## src/rtl/reg_wb_arbiter.sv

```systemverilog
// reg_wb_arbiter: shares the register-file write port between the ALU and load paths and
// tracks in-flight destinations so that decode can stall on busy source registers.
module reg_wb_arbiter #(
    parameter int DATA_W     = 16,
    parameter int STARVE_MAX = 3
) (
    input  logic              clk,
    input  logic              rst,
    input  logic              alu_vld,
    input  logic [3:0]        alu_reg,
    input  logic [DATA_W-1:0] alu_data,
    output logic              alu_rdy,
    input  logic              mem_vld,
    input  logic [3:0]        mem_reg,
    input  logic [DATA_W-1:0] mem_data,
    output logic              mem_rdy,
    input  logic              claim_vld,
    input  logic [3:0]        claim_reg,
    input  logic              rs1_en,
    input  logic              rs2_en,
    input  logic [3:0]        rs1,
    input  logic [3:0]        rs2,
    output logic              stall,
    output logic [15:0]       busy,
    output logic              claim_err,
    output logic              RegWrite,
    output logic [3:0]        Write_Reg,
    output logic [DATA_W-1:0] Write_Bus
);
    localparam logic [3:0] SMAX = 4'(STARVE_MAX);

    logic [3:0]        starve_q, starve_d;
    logic [15:0]       busy_q, busy_d, set_m, clr_m;
    logic              regwrite_q, claim_err_q;
    logic [3:0]        wreg_q;
    logic [DATA_W-1:0] wbus_q;
    logic              alu_win;

    // MEM has priority unless the ALU has lost STARVE_MAX times in a row
    assign alu_win = alu_vld & (~mem_vld | (starve_q == SMAX));
    assign alu_rdy = ~rst & alu_win;
    assign mem_rdy = ~rst & mem_vld & ~alu_win;

    always_comb begin
        starve_d = (!alu_vld || alu_rdy) ? 4'd0 : (starve_q == SMAX ? starve_q : starve_q + 4'd1);
        set_m    = claim_vld ? 16'(1) << claim_reg : 16'd0;
        clr_m    = regwrite_q ? 16'(1) << wreg_q : 16'd0;
        busy_d   = (busy_q & ~clr_m) | set_m;
    end

    always_ff @(posedge clk or posedge rst) begin
        if (rst) begin
            starve_q    <= '0;
            busy_q      <= '0;
            regwrite_q  <= 1'b0;
            claim_err_q <= 1'b0;
            wreg_q      <= '0;
            wbus_q      <= '0;
        end else begin
            starve_q    <= starve_d;
            busy_q      <= busy_d;
            regwrite_q  <= alu_rdy | mem_rdy;
            claim_err_q <= claim_vld & busy_q[claim_reg];
            if (alu_rdy | mem_rdy) begin
                wreg_q <= alu_rdy ? alu_reg : mem_reg;
                wbus_q <= alu_rdy ? alu_data : mem_data;
            end
        end
    end

    // No bypass: a register committing this cycle still stalls
    assign stall     = (rs1_en & busy_q[rs1]) | (rs2_en & busy_q[rs2]);
    assign busy      = busy_q;
    assign claim_err = claim_err_q;
    assign RegWrite  = regwrite_q;
    assign Write_Reg = wreg_q;
    assign Write_Bus = wbus_q;
endmodule

```

## config.mk

```make
export PLATFORM = sky130hd
export DESIGN_NAME = reg_wb_arbiter
export DESIGN_NICKNAME = d
export VERILOG_FILES = /design/src/rtl/reg_wb_arbiter.sv
export SDC_FILE = /design/constraint.sdc
export NUM_CORES = 1
export LEC_CHECK = 0
export ABC_AREA = 1
export BUFFER_PORTS_ARGS = -buffer_cell sky130_fd_sc_hd__buf_2
export CAP_MARGIN = 20
export CORE_AREA = 2 2 57 99
export DETAILED_ROUTE_END_ITERATION = 16
export DIE_AREA = 0 0 59 101
export PLACE_DENSITY = 0.76
export RECOVER_POWER = 100
export SLEW_MARGIN = 40
export SYNTH_ARGS = -nofsm -noshare
export SYNTH_HDL_FRONTEND = slang
export SYNTH_SLANG_ARGS = --single-unit
```

## constraint.sdc

```tcl
create_clock -name clk -period 3.1 [get_ports clk]
set_input_delay 0.62 -clock clk [delete_from_list [all_inputs] [get_ports clk]]
set_output_delay 0.62 -clock clk [all_outputs]
set_load 0.005 [all_outputs]
```

==> results.md <==
* Max Clock Freq at 408 MHz
* Ys async rst share at 100%
* Adder-Cell Fraction of Synth Area at 0.506%
* Remaining DRCs at 0
* Max Cap Viol at 0
* Mux cell area share after synthesis at 0%
* FF-to-FF Start: starve_q[0]
* Largest net degree at the start of global routing at 42
* Ant diodes at 0
* CTS tree: built
* Bufs and invs on worst path at 3
* Syn Inst Count at 345
* Most common cell in the netlist: nand2_1
* Drt wl/cell at 13.5 µm
* Initial Util at 47.8%
* Critical Path AT at 1.83 ns
* Vias in the first global route at 2576
* Vias/cell at 5.24
* Post-CTS setup buffers at 0
* Number of port buffers at 99
* Post-synth EDFFs at 0
* Crit end category: primary output
* Fin. Hold Viols at 0
* Slew Viols, Final at 0
* XOR/XNOR share of the synthesized area at 1.06%
* Synth top area share at 42.5%
* Reg2reg setup slack at 0.95 ns
* Synth top cells by count: 80 x nand2_1, 59 x inv_1, 42 x dfrtp_1
* Initial antenna violation count at 0
* Top post-synthesis cells by area: dfrtp_1 43%, nand2_1 12%, inv_1 9.0%, nand3_1 7.3%, o21ai_0 7.3%
* Syn Nets at 405
* IO Count at 100
* Reg2Reg Depth at 7
* GRT overflow at 0
* Synthesis-stage register bit count at 42
* Final period utilization at 79.0%
* HPWL Detailed at 5460 µm
* CTS HTree Levels at 2
* Layout cells sized above 1 at 21.9%
* Setup crit start: starve_q[0]
* Clock root buffer: clkbuf_8
* Starting DRT DRC Count at 138
* Via count at 2630
* Min Clock Period, post-route at 2.45 ns
* Compound-gate portion of the synthesized area at 13.6%
* Worst Slack Setup Final at 0.650 ns
* CP Capture Point: mem_rdy
* Status: finished, final reports clean
* Die W at 59 µm
* # clock sinks at 42
* Final wirelength at 6760 µm
* Setup TNS at 0 ns
* DRT antenna net count at 0
* CP dominant cell by count: nand2_1
* Max_slew headroom at 34.9%
* Crit path max-delay family: buffers and inverters
* CTS buffer count at 5
* DIE AREA at 5960 µm²
* Simple-Gate Fraction of Synth Area at 30.3%
* PwrDens at 561 nW/µm²
* Clock tree skew after final layout at 0.00626 ns
* DRT Pass-1 Iters at 4
* Post-cts sizing count at 0
* Worst skew pair latency at 0.29 ns
* Routability cong. at 1.03
* Layout Nets at 506
* Total GRT Usage at 24.3%
* Worst R2R End: starve_q[1]
* Cell taking the most area after synthesis: dfrtp_1
* Clock transition at path regs at 0.08 ns
* Sequential area share after synthesis at 42.5%
* HP Class: primary input to asynchronous set/reset pin
* Filler cell count at 540
* Synthesis-to-layout area growth at 22.9%
* CP max FO at 21
* Ys Warns at 0
* Crit path kind: register to primary output
* Number of cells on the critical path at 8
* CP Launch Type: register
* Average cell area after synthesis at 7.16 µm²
* Yosys cell types at 24
* Largest family of logic cells by synthesized area: simple AND/OR/NAND/NOR gates
* Pre-CTS setup slack at 0.932 ns
* CP Cell Sequence: ha_1, nand2_1, nand2_1, nand2_1, nand3_2, clkbuf_2, inv_1, buf_2
* Max Root-Sink Buffers at 2
* Leakage at 1.70 nW
* Cell Rows at 35
* Peak VDD IR at 433 µV
* Slew @ Worst Pin at 0.976 ns
* Core area at 5170 µm²
* Req. time, crit path at 2.48 ns
* CP max stage cell: dfrtp_1
* RSZ-0062 raised after global routing: false
* Mapped Area at 2470 µm²
* Final setup violation count at 0
* Post-synth top flop: dfrtp_1
* Crit-path max cell delay at 0.41 ns
* # hold bufs at CTS at 0
* Placed cell count at 494
* First-pass GRT wire length at 11100 µm
* Non-Filler Instances at 502
* Die Ht at 101 µm
-- sequential cells by signal, indices dropped and copies added (netlist names) --
register	cells
starve_q	4
RegWrite	1
Write_Reg	4
claim_err	1
busy	16
Write_Bus	16
-- cells by family after synthesis --
group	count (synthesis)
AO/OA/AOI/OAI	61
XOR/XNOR	3
buffers and inverters	68
flip-flops	42
adder cells (fa/ha/maj)	1
AND/OR/NAND/NOR	170
-- metrics by stage --
| stage | hold slack [ns] | power [W] | area, µm² | util, % |
|---|---|---|---|---|
| final | 0.220 | 0.00170 | 3040 | 58.8 |
| after global routing | 0.232 | 0.00183 | 3040 | 58.8 |
| after CTS | 0.188 | 0.00173 | 3080 | 59.7 |
| after detailed placement | 0.503 | 0.00136 | 2990 | 57.8 |
| after global placement | 0.502 | 0.00135 | 2990 | 57.8 |
| after floorplan | 0.517 | 0.00108 | 2470 | - |
-- worst reg2reg max path, delay by kind of cell (launching register included) --
kind,cells,cell delay [ns]
buffers and inverters,1,0.68
DFF,1,0.41
adders and majority gates,1,0.24
AOI/OAI and AO/OA,1,0.17
and+or+nand+nor,4,0.58
-- where the power goes --
group / internal, W / switching (W) / leakage [nW]
combinational: 0.000227 / 0.000352 / 1.19
clock: 0.000179 / 0.000182 / 0.0472
sequential: 0.000664 / 0.000100 / 0.463
total: 0.00107 / 0.000634 / 1.70
-- cell type report --
class | instances | area (µm²) | share of cell area (%)
Multi-Input combinational cell | 235 | 1110 | 36.7
Inverter | 60 | 225 | 7.41
Timing Repair Buffer | 102 | 483 | 15.9
Tap cell | 55 | 68.8 | 2.27
Sequential cell | 42 | 1050 | 34.6
Clock buffer | 6 | 82.6 | 2.72
Clock inverter | 2 | 12.5 | 0.412
-- cells in the final DEF (no fill, tap or decap) --
cell,count
xor2_1,2
dfrtp_1,42
nand2_1,82
clkbuf_8,6
a21boi_0,1
nand3_2,1
buf_2,78
nand4_1,1
inv_1,60
or2_2,7
o22ai_1,20
clkinv_2,1
nor2_1,31
clkbuf_2,2
o21ai_2,1
nand3_1,37
nand3b_1,1
buf_1,1
clkbuf_1,21
a21oi_1,3
ha_1,1
nor2_2,1
or2_1,9
xnor2_1,1
o21ai_0,36
clkinvlp_4,1
-- routing by layer --
metal  share of wire [%]  wire [µm]  vias to the layer above  track usage [%]
li1                    -          -                     1299                -
met1                  35       2350                     1178             25.3
met2                  55       3690                      127             44.4
met3                 6.7        455                       26             3.98
met4                 4.1        275                        0             13.5
met5                   0          0                        -                0
-- worst min path at each step --
stage / from / to / slack [ns] / cells after the start
2_1_floorplan: busy[0] / busy[0] / 0.52 / 2
3_3_place_gp: rst / Write_Bus[11] / 0.50 / 2
3_5_place_dp: rst / Write_Bus[11] / 0.50 / 2
4_1_cts: rst / Write_Bus[11] / 0.19 / 2
5_1_grt: rst / Write_Bus[11] / 0.23 / 2
6_report: rst / Write_Bus[11] / 0.22 / 2
No activity file was read; power rests on OpenSTA's default activity.
